File: src/rtl/instr_sequencer_pkg.sv
`default_nettype none
// ============================================================================
//  Module      : instr_sequencer_pkg
//  Description : Shared types and constants for the instruction sequencer.
//                These are the FSM state encoding, the program-memory
//                geometry, the sequencer HALT opcode and the opcodes
//                understood by the downstream CPU controller.
//  Ports       : none (package)
//  Revision    : 1.0  initial release
// ============================================================================
package instr_sequencer_pkg;

    localparam int PROG_DEPTH = 16;
    localparam int ADDR_W     = 4;
    localparam int WORD_W     = 16;

    typedef enum logic [2:0] {
        S_IDLE    = 3'd0,
        S_FETCH   = 3'd1,
        S_ISSUE   = 3'd2,
        S_WAIT    = 3'd3,
        S_ADVANCE = 3'd4,
        S_GAPW    = 3'd5,
        S_PAUSE   = 3'd6,
        S_HALT    = 3'd7
    } state_t;

    // Opcode lives in order[7:4]
    localparam logic [3:0] OP_LOAD = 4'b0000;
    localparam logic [3:0] OP_MOVE = 4'b0001;
    localparam logic [3:0] OP_ADD  = 4'b0010;
    localparam logic [3:0] OP_SUB  = 4'b0011;
    localparam logic [3:0] OP_SHOW = 4'b1111;
    localparam logic [3:0] OP_HALT = 4'b1110;

    function automatic logic is_halt(input logic [7:0] order_byte);
        return order_byte[7:4] == OP_HALT;
    endfunction

endpackage
`default_nettype wire

File: src/rtl/instr_sequencer_if.sv
`default_nettype none
// ============================================================================
//  Module      : instr_sequencer_if
//  Description : Bus bundle between the program loader/controller and the
//                instruction sequencer, including the CPU-facing side.
//  Ports       : load_we/load_addr/load_word - program load
//                start/step/run_mode         - execution control
//                cpu_done                    - completion from CPU
//                order/data/w                - instruction issue to CPU
//                pc/busy/halted              - status
//  Modports    : master (drives control, observes status), slave (sequencer)
//  Revision    : 1.0  initial release
// ============================================================================
interface instr_sequencer_if;
    import instr_sequencer_pkg::*;

    logic              load_we;
    logic [ADDR_W-1:0] load_addr;
    logic [WORD_W-1:0] load_word;
    logic              start;
    logic              step;
    logic              run_mode;
    logic              cpu_done;
    logic [7:0]        order;
    logic [7:0]        data;
    logic              w;
    logic [ADDR_W-1:0] pc;
    logic              busy;
    logic              halted;

    modport master (
        output load_we, load_addr, load_word, start, step, run_mode, cpu_done,
        input  order, data, w, pc, busy, halted
    );

    modport slave (
        input  load_we, load_addr, load_word, start, step, run_mode, cpu_done,
        output order, data, w, pc, busy, halted
    );

endinterface
`default_nettype wire

File: src/rtl/instr_sequencer_prog_mem.sv
`default_nettype none
// ============================================================================
//  Module      : prog_mem
//  Description : 16x16 program memory, synchronous write, asynchronous read.
//                Contents are deliberately not reset so a program survives
//                a sequencer reset.
//  Ports       : clk   - clock
//                we    - write enable
//                waddr - write address
//                wdata - write data
//                raddr - read address
//                rdata - read data (combinational)
//  Revision    : 1.0  initial release
// ============================================================================
module prog_mem
    import instr_sequencer_pkg::*;
(
    input  wire logic              clk,
    input  wire logic              we,
    input  wire logic [ADDR_W-1:0] waddr,
    input  wire logic [WORD_W-1:0] wdata,
    input  wire logic [ADDR_W-1:0] raddr,
    output logic      [WORD_W-1:0] rdata
);

    logic [WORD_W-1:0] mem [PROG_DEPTH];

    always_ff @(posedge clk) begin
        if (we) begin
            mem[waddr] <= wdata;
        end
    end

    assign rdata = mem[raddr];

endmodule
`default_nettype wire

File: src/rtl/instr_sequencer.sv
`default_nettype none
// ============================================================================
//  Module      : instr_sequencer
//  Description : Steps through a 16-entry program, issuing {order,data} to a
//                CPU controller with a one-cycle w strobe, waiting for
//                cpu_done (or a timeout), then advancing in run or
//                single-step mode. Opcode 1110 halts the sequence.
//  Parameters  : TIMEOUT - max WAIT cycles without cpu_done
//                GAP     - idle cycles between instructions in run mode
//  Ports       : clk - clock
//                rst - synchronous active-low reset
//                bus - instr_sequencer_if.slave (load, control, issue, status)
//  Revision    : 1.0  initial release
// ============================================================================
module instr_sequencer
    import instr_sequencer_pkg::*;
#(
    parameter int TIMEOUT = 8,
    parameter int GAP     = 2
) (
    input  wire logic          clk,
    input  wire logic          rst,
    instr_sequencer_if.slave   bus
);

    localparam int CNT_MAX = (TIMEOUT > GAP) ? TIMEOUT : GAP;
    localparam int CNT_W   = $clog2(CNT_MAX + 1);

    localparam logic [CNT_W-1:0]  TIMEOUT_LAST = CNT_W'(TIMEOUT - 1);
    localparam logic [CNT_W-1:0]  GAP_LAST     = CNT_W'(GAP - 1);
    localparam logic [ADDR_W-1:0] PC_LAST      = ADDR_W'(PROG_DEPTH - 1);

    state_t            state;
    logic [ADDR_W-1:0] pc;
    logic [CNT_W-1:0]  cnt;
    logic [7:0]        order;
    logic [7:0]        data;
    logic              w;
    logic [WORD_W-1:0] mem_word;
    logic              mem_we;

    // Loading is only legal while nothing is executing
    assign mem_we = bus.load_we && ((state == S_IDLE) || (state == S_HALT));

    prog_mem u_prog_mem (
        .clk   (clk),
        .we    (mem_we),
        .waddr (bus.load_addr),
        .wdata (bus.load_word),
        .raddr (pc),
        .rdata (mem_word)
    );

    always_ff @(posedge clk) begin
        if (!rst) begin
            state <= S_IDLE;
            pc    <= '0;
            cnt   <= '0;
            order <= '0;
            data  <= '0;
            w     <= 1'b0;
        end else begin
            w <= 1'b0;
            case (state)
                S_IDLE, S_HALT: begin
                    if (bus.start) begin
                        pc    <= '0;
                        state <= S_FETCH;
                    end
                end
                S_FETCH: begin
                    // Operands are registered a full cycle ahead of w
                    order <= mem_word[15:8];
                    data  <= mem_word[7:0];
                    state <= is_halt(mem_word[15:8]) ? S_HALT : S_ISSUE;
                end
                S_ISSUE: begin
                    w     <= 1'b1;
                    cnt   <= '0;
                    state <= S_WAIT;
                end
                S_WAIT: begin
                    // The timeout also covers Show, which never raises done
                    if (bus.cpu_done || (cnt == TIMEOUT_LAST)) begin
                        state <= S_ADVANCE;
                    end else begin
                        cnt <= cnt + CNT_W'(1);
                    end
                end
                S_ADVANCE: begin
                    if (pc == PC_LAST) begin
                        state <= S_HALT;
                    end else begin
                        pc  <= pc + ADDR_W'(1);
                        cnt <= '0;
                        if (bus.run_mode) begin
                            state <= (GAP == 0) ? S_FETCH : S_GAPW;
                        end else begin
                            state <= S_PAUSE;
                        end
                    end
                end
                S_GAPW: begin
                    if (cnt == GAP_LAST) begin
                        state <= S_FETCH;
                    end else begin
                        cnt <= cnt + CNT_W'(1);
                    end
                end
                S_PAUSE: begin
                    if (bus.step) begin
                        state <= S_FETCH;
                    end
                end
                default: state <= S_IDLE;
            endcase
        end
    end

    // Status flags are plain decodes of the state register
    assign bus.order  = order;
    assign bus.data   = data;
    assign bus.w      = w;
    assign bus.pc     = pc;
    assign bus.busy   = (state != S_IDLE) && (state != S_HALT);
    assign bus.halted = (state == S_HALT);

endmodule
`default_nettype wire

File: src/flat_wrapper.sv
// flat-port wrapper written by rule: the top's interface ports become plain ports
module instr_sequencer_flat import instr_sequencer_pkg::*;
#(
    parameter int TIMEOUT = 8,
    parameter int GAP     = 2
)
  (clk, rst, bus_load_we, bus_load_addr, bus_load_word, bus_start, bus_step, bus_run_mode, bus_cpu_done, bus_order, bus_data, bus_w, bus_pc, bus_busy, bus_halted);
  instr_sequencer_if bus_i ();
  input  wire logic clk;
  input  wire logic rst;
  input wire logic [$bits(bus_i.load_we)-1:0] bus_load_we;
  input wire logic [$bits(bus_i.load_addr)-1:0] bus_load_addr;
  input wire logic [$bits(bus_i.load_word)-1:0] bus_load_word;
  input wire logic [$bits(bus_i.start)-1:0] bus_start;
  input wire logic [$bits(bus_i.step)-1:0] bus_step;
  input wire logic [$bits(bus_i.run_mode)-1:0] bus_run_mode;
  input wire logic [$bits(bus_i.cpu_done)-1:0] bus_cpu_done;
  output wire logic [$bits(bus_i.order)-1:0] bus_order;
  output wire logic [$bits(bus_i.data)-1:0] bus_data;
  output wire logic [$bits(bus_i.w)-1:0] bus_w;
  output wire logic [$bits(bus_i.pc)-1:0] bus_pc;
  output wire logic [$bits(bus_i.busy)-1:0] bus_busy;
  output wire logic [$bits(bus_i.halted)-1:0] bus_halted;
  assign bus_i.load_we = bus_load_we;
  assign bus_i.load_addr = bus_load_addr;
  assign bus_i.load_word = bus_load_word;
  assign bus_i.start = bus_start;
  assign bus_i.step = bus_step;
  assign bus_i.run_mode = bus_run_mode;
  assign bus_i.cpu_done = bus_cpu_done;
  assign bus_order = bus_i.order;
  assign bus_data = bus_i.data;
  assign bus_w = bus_i.w;
  assign bus_pc = bus_i.pc;
  assign bus_busy = bus_i.busy;
  assign bus_halted = bus_i.halted;
  instr_sequencer #(.TIMEOUT(TIMEOUT), .GAP(GAP)) u_core (.clk(clk), .rst(rst), .bus(bus_i));
endmodule
File: config.mk
export PLATFORM = sky130hd
export DESIGN_NAME = instr_sequencer_flat
export DESIGN_NICKNAME = d
export VERILOG_FILES = /design/src/rtl/instr_sequencer_pkg.sv /design/src/rtl/instr_sequencer_if.sv /design/src/rtl/instr_sequencer_prog_mem.sv /design/src/rtl/instr_sequencer.sv /design/src/flat_wrapper.sv
export SDC_FILE = /design/constraint.sdc
export NUM_CORES = 1
export LEC_CHECK = 0
export ABC_AREA = 1
export CAP_MARGIN = 10
export CORE_UTILIZATION = 40
export DETAILED_ROUTE_END_ITERATION = 7
export PLACE_DENSITY = 0.62
export SYNTH_ARGS = -nofsm -noshare
export SYNTH_HDL_FRONTEND = slang
export SYNTH_SLANG_ARGS = --single-unit
File: constraint.sdc
create_clock -name clk -period 2.7 [get_ports clk]
set_clock_uncertainty 0.1 [all_clocks]
set_input_delay 0.54 -clock clk [delete_from_list [all_inputs] [get_ports clk]]
set_output_delay 0.54 -clock clk [all_outputs]
set_load 0.02 [all_outputs]
==> results of run 1 <==
[final cells by class]
| class | count | area [um^2] | share of cell area |
|---|---|---|---|
| repair buffers | 102 | 1120 | 0.0809 |
| clock buffers | 40 | 841 | 0.0610 |
| well taps | 378 | 473 | 0.0343 |
| multi-input cells | 557 | 2710 | 0.196 |
| inverters | 60 | 228 | 0.0165 |
| flip-flops and latches | 288 | 8330 | 0.604 |
| clock inverters | 15 | 91.3 | 0.00662 |
[worst paths after layout]
check / start / to / slack, ns
max: u_core.state[2]$_SDFFE_PN0P_ / bus_halted / 0.20
min reg2reg: u_core.bus.order[7]$_SDFFE_PN0P_ / u_core.bus.order[7]$_SDFFE_PN0P_ / 0.39
max reg2reg: u_core.state[2]$_SDFFE_PN0P_ / u_core.u_prog_mem.mem[15][8]$_DFFE_PP_ / 0.61
min: u_core.bus.order[7]$_SDFFE_PN0P_ / u_core.bus.order[7]$_SDFFE_PN0P_ / 0.39
[routing by layer]
layer	up-vias	wire, um	global-route usage
li1	3598	-	-
met1	3736	12900	0.286
met2	290	13000	0.312
met3	32	2170	0.0301
met4	0	470	0.0439
met5	-	0	0
[tightest hold or removal path, stage by stage, from the launching register on]
cell	delay, ns
dfxtp_1	0.33
a21oi_1	0.06
nor2_1	0.07
[timing repair]
action	CTS	global route
hold buffers	0	0
gates resized for setup	0	1
setup endpoints to repair	0	1
[power breakdown]
part	switching, W	internal [W]
sequential	0.000102	0.00507
combinational	0.00105	0.000627
clock	0.00165	0.00219
[cells in the mapped netlist (all sizes together) (2+ instances only)]
cell type	instances	area [um^2]
edfxtp	256	7690
nor2	181	682
o21ai	147	743
nand2	76	285
inv	59	224
o22ai	50	313
nand3	49	250
dfxtp	32	641
buf	28	188
clkbuf	26	100
o21bai	13	97.6
a21oi	12	63.8
o221ai	8	70.1
o211ai	5	37.5
nor3	4	20.0
ha	3	37.5
nor3b	2	15.0
[metrics by stage]
step / utilization / instances
floorplan: - / 959
global placement: 0.458 / 1385
detailed placement: 0.458 / 1385
CTS: 0.491 / 1440
global route: 0.491 / 1440
finish: 0.491 / 1440
[cells by family (layout without fill, tap and decap cells)]
group | Yosys count | after routing | synth area share
AOI/OAI and AO/OA | 238 | 238 | 0.117
xor gates and xnor gates | 1 | 1 | 0.000761
adders and majority gates | 3 | 3 | 0.00326
buffers and inverters | 114 | 217 | 0.0448
DFF | 288 | 288 | 0.723
and+or+nand+nor | 315 | 315 | 0.110
[sequential cells by signal, summed over array words and instances (netlist names), named ones only]
register and cells:
u_core.bus.data 8, u_core.bus.order 8, u_core.bus.pc 4, u_core.bus.w 1, u_core.cnt 4, u_core.state 3, u_core.u_prog_mem.mem 256
==> impl_metrics.env, run 1 <==
export IMPL_fillers=2523
export IMPL_slew_viol_final=0
export IMPL_critPathKind="reg2out"
export IMPL_drcViolationCount=0
export IMPL_irDropWorstVdd_mv=0.491
export IMPL_drive_gt1_frac=0.118
export IMPL_syn_nets=989
export IMPL_synth_cells=959
export IMPL_cts_sinks=288
export IMPL_final_cell_mix="edfxtp_1 (256), nor2_1 (164), o21ai_0 (120)"
export IMPL_yosysWarnings=0
export IMPL_cts_root_buf="clkbuf_16"
export IMPL_chipHeight_um=172
export IMPL_crit_path_max_fanout=6
export IMPL_final_common_cell="edfxtp_1"
export IMPL_grt_pass1_vias=7274
export IMPL_grt_max_degree=68
export IMPL_gp_congestion=0.884
export IMPL_worst_pin_slew_ns=0.752
export IMPL_power_density_mw_per_mm2=775
export IMPL_worst_ep_arrival_time_ns=1.86
export IMPL_ios=50
export IMPL_tns_ns=0
export IMPL_seq_area_frac_synth=0.723
export IMPL_start_kind="flop"
export IMPL_viasPerCell=5.32
export IMPL_end_kind="primary output"
export IMPL_cpLargestDelayFamily="buffers and inverters"
export IMPL_grt_usage=0.197
export IMPL_hold_depth=2
export IMPL_max_freq_mhz=400
export IMPL_place_hpwl_mm=18.9
export IMPL_r2r_cells=8
export IMPL_worst_slack_ns=0.198
export IMPL_synth_seq_cells=288
export IMPL_start_util=0.410
export IMPL_syn_area_per_cell_um2=12.0
export IMPL_total_power_w=0.0107
export IMPL_detail_route_antenna_nets=0
export IMPL_hold_violations=0
export IMPL_wire_per_inst_um=19.9
export IMPL_num_rows=61
export IMPL_clk_path_buf_depth=3
export IMPL_overflow=0
export IMPL_n_antenna_cell=0
export IMPL_placed_area_mm2=0.0129
export IMPL_num_vias=7656
export IMPL_dieArea_mm2=0.0295
export IMPL_area_growth_pct=19.8
export IMPL_dr_first_iter_drc_count=698
export IMPL_htreeDepth=1
export IMPL_dr_pass1_iters=5
export IMPL_place_ws_ns=0.366
export IMPL_ys_async_sr_fraction=0
export IMPL_final_min_clock_period_ns=2.50
export IMPL_synth_enable_flop_cells=256
export IMPL_fin_crit_sh=0.927
export IMPL_leakagePower_nw=4.84
export IMPL_syn_cell_area_mm2=0.0115
export IMPL_path_cells="inv_1 > nor2_1 > clkdlybuf4s50_1"
export IMPL_cp_depth=3
export IMPL_required_ns=2.06
export IMPL_max_slew_margin_rel=0.497
export IMPL_synth_distinct_cells=36
export IMPL_whs_ns=0.395
export IMPL_hold_class="reg2reg"
export IMPL_cts_made_buffers=30
export IMPL_postCtsSetupBuffers=0
export IMPL_slowest_delay_ns=0.63
export IMPL_finalSetupViolations=0
export IMPL_worst_path_max_delay_cell="clkdlybuf4s50_1"
export IMPL_routed_wl_mm=28.6
export IMPL_stdcell_area_mm2=0.0138
export IMPL_maxCapViolCount=0
export IMPL_rsz0062_at_grt="no"
export IMPL_die_width_um=172
export IMPL_outcome="completed"
export IMPL_tritoncts="done"
export IMPL_worst_path_buf_inv=2
export IMPL_antenna_found_initial=0
export IMPL_port_buffers=49
export IMPL_clk_pin_slew_ns=0.06
export IMPL_grt_pass1_wl_mm=43.0
export IMPL_coreArea_mm2=0.0281
export IMPL_synthFlopType="edfxtp_1"
export IMPL_clkLatencyLatePin_ns=0.55
export IMPL_nets=1069
No activity file was read; power rests on OpenSTA's default activity.
==> inputs of run 2 (changes only) <==
--- a/config.mk
+++ b/config.mk
@@ -7,6 +7,7 @@
 export LEC_CHECK = 0
 export ABC_AREA = 1
 export CAP_MARGIN = 10
+export CORE_ASPECT_RATIO = 0.6
 export CORE_UTILIZATION = 40
 export DETAILED_ROUTE_END_ITERATION = 7
 export PLACE_DENSITY = 0.62
==> constraint.sdc (replaced) <==
create_clock -name clk -period 3.1 [get_ports clk]
set_clock_uncertainty 0.1 [all_clocks]
set_input_delay 0.62 -clock clk [delete_from_list [all_inputs] [get_ports clk]]
set_output_delay 0.62 -clock clk [all_outputs]
set_load 0.02 [all_outputs]
==> run 2 against run 1 <==
Compared with the run above: non-clock buffer count is 24 lower; clock-buffer cell count is 1 higher; global-route usage is 0.42 points higher; worst setup slack better by 0.12 ns; first-iteration DRC count is 16% higher; via count is 0.35% lower; hold slack better by 0.0090 ns; register-to-register slack hardly changed; clock power is 21% lower; routed wire length is 3.0% higher.
==> impl_metrics.env, run 2 (same netlist as run 1, synthesis figures left out) <==
export IMPL_num_rows=47
export IMPL_slew_viol_final=0
export IMPL_cts_root_buf="clkbuf_16"
export IMPL_area_growth_pct=15.2
export IMPL_power_share_combinational=0.156
export IMPL_p_sw_frac=0.266
export IMPL_viasPerCell=5.45
export IMPL_num_vias=7629
export IMPL_detail_route_antenna_nets=0
export IMPL_nets=1041
export IMPL_gp_congestion=0.887
export IMPL_irDropWorstVdd_mv=0.370
export IMPL_overflow=0
export IMPL_clk_path_buf_depth=3
export IMPL_drive_gt1_frac=0.0825
export IMPL_clkPwrFrac=0.339
export IMPL_power_density_mw_per_mm2=674
export IMPL_hold_violations=0
export IMPL_placed_area_mm2=0.0125
export IMPL_ios=50
export IMPL_outcome="completed"
export IMPL_cts_sinks=288
export IMPL_leakagePower_nw=4.58
export IMPL_hold_class="reg2reg"
export IMPL_finalSetupViolations=0
export IMPL_final_min_clock_period_ns=2.78
export IMPL_post_cts_resized=0
export IMPL_fillers=2487
export IMPL_dr_pass1_iters=5
export IMPL_internal_power_w=0.00656
export IMPL_critPathKind="reg2out"
export IMPL_clk_pin_slew_ns=0.07
export IMPL_top_register="u_core.u_prog_mem.mem"
export IMPL_htreeDepth=1
export IMPL_multi_input_area_mm2=0.00271
export IMPL_start_util=0.412
export IMPL_drcViolationCount=0
export IMPL_worst_pin_slew_ns=0.870
export IMPL_rsz0062_at_grt="no"
export IMPL_worst_ep_arrival_time_ns=2.06
export IMPL_place_hpwl_mm=18.4
export IMPL_required_ns=2.38
export IMPL_chipHeight_um=133
export IMPL_worst_path_max_delay_cell="clkdlybuf4s50_1"
export IMPL_grt_usage=0.202
export IMPL_antenna_found_initial=2
export IMPL_ff_latch_area_mm2=0.00833
export IMPL_coreArea_mm2=0.0279
export IMPL_ctsHoldBuffers=0
export IMPL_slowest_delay_ns=0.66
export IMPL_stdcell_area_mm2=0.0133
export IMPL_tns_ns=0
export IMPL_final_cell_mix="edfxtp_1 (256), nor2_1 (164), o21ai_0 (120)"
export IMPL_end_kind="primary output"
export IMPL_grt_max_degree=131
export IMPL_p_sw_w=0.00237
export IMPL_grt_pass1_wl_mm=44.2
export IMPL_dieArea_mm2=0.0295
export IMPL_clkLatencyLatePin_ns=0.54
export IMPL_start_kind="flop"
export IMPL_final_common_cell="edfxtp_1"
export IMPL_tritoncts="done"
export IMPL_max_freq_mhz=359
export IMPL_postCtsSetupBuffers=0
export IMPL_path_cells="inv_1 > nor2_1 > a21oi_1 > clkdlybuf4s50_1"
export IMPL_routed_wl_mm=29.5
export IMPL_die_width_um=221
export IMPL_max_slew_margin_rel=0.418
export IMPL_crit_path_max_fanout=6
export IMPL_largest_reg_flops=256
export IMPL_port_buffers=49
export IMPL_dr_first_iter_drc_count=810
export IMPL_top_regs="u_core.u_prog_mem.mem x256, u_core.bus.data x8, u_core.bus.order x8"
export IMPL_fin_crit_sh=0.898
export IMPL_cts_made_buffers=26
export IMPL_power_share_sequential=0.504
export IMPL_total_power_w=0.00893
export IMPL_wire_per_inst_um=21.1
export IMPL_maxCapViolCount=0
export IMPL_grt_pass1_vias=6974
export IMPL_post_route_util=0.475
==> run 2: per-layer routing <==
metal / wire length, um / up-vias / global-route usage / share of wire
li1: - / 3539 / - / -
met1: 14600 / 3714 / 0.331 / 0.50
met2: 11800 / 337 / 0.275 / 0.40
met3: 2580 / 39 / 0.0384 / 0.088
met4: 443 / 0 / 0.0350 / 0.015
met5: 0 / - / 0 / 0
==> run 2: through the flow <==
step	cells	worst slack [ns]	hold slack [ns]
4_1_cts	1397	0.284	0.410
2_1_floorplan	959	0.467	0.365
5_1_grt	1397	0.241	0.428
3_5_place_dp	1350	0.383	0.390
6_report	1399	0.315	0.404
3_3_place_gp	1350	0.408	0.388
==> run 2: worst max-delay path: cells and delay by family, from the launching register on <==
kind	cells	cell delay, ns
AO/OA/AOI/OAI	1	0.25
flip-flops	1	0.37
buffers and inverters	2	0.82
AND/OR/NAND/NOR	1	0.09
==> run 2: power by group through the flow <==
| stage | registers, W | logic, W | clock network [W] |
|---|---|---|---|
| after floorplan | 0.00468 | 0.000712 | 0 |
| after global placement | 0.00459 | 0.00138 | 0 |
| after detailed placement | 0.00459 | 0.00139 | 0 |
| after CTS | 0.00450 | 0.00140 | 0.00308 |
| after global routing | 0.00453 | 0.00152 | 0.00324 |
| final | 0.00451 | 0.00140 | 0.00303 |
==> run 2: final cells by class <==
cell class              instances  share of cell area
clock buffers                  41              0.0564
clock inverters                 6             0.00226
well taps                     367              0.0346
flip-flops and latches        288               0.628
diodes                          2            0.000377
inverters                      60              0.0172
repair buffers                 78              0.0562
multi-input cells             557               0.204
==> run 2: final timing paths <==
kind,from,endpoint,slack (ns),cells past startpoint
max,u_core.state[2]$_SDFFE_PN0P_,bus_busy,0.32,4
min reg2reg,u_core.bus.data[1]$_SDFFE_PN0P_,u_core.bus.data[1]$_SDFFE_PN0P_,0.40,2
min,u_core.bus.data[1]$_SDFFE_PN0P_,u_core.bus.data[1]$_SDFFE_PN0P_,0.40,2
max reg2reg,u_core.state[2]$_SDFFE_PN0P_,u_core.u_prog_mem.mem[13][11]$_DFFE_PP_,0.60,7
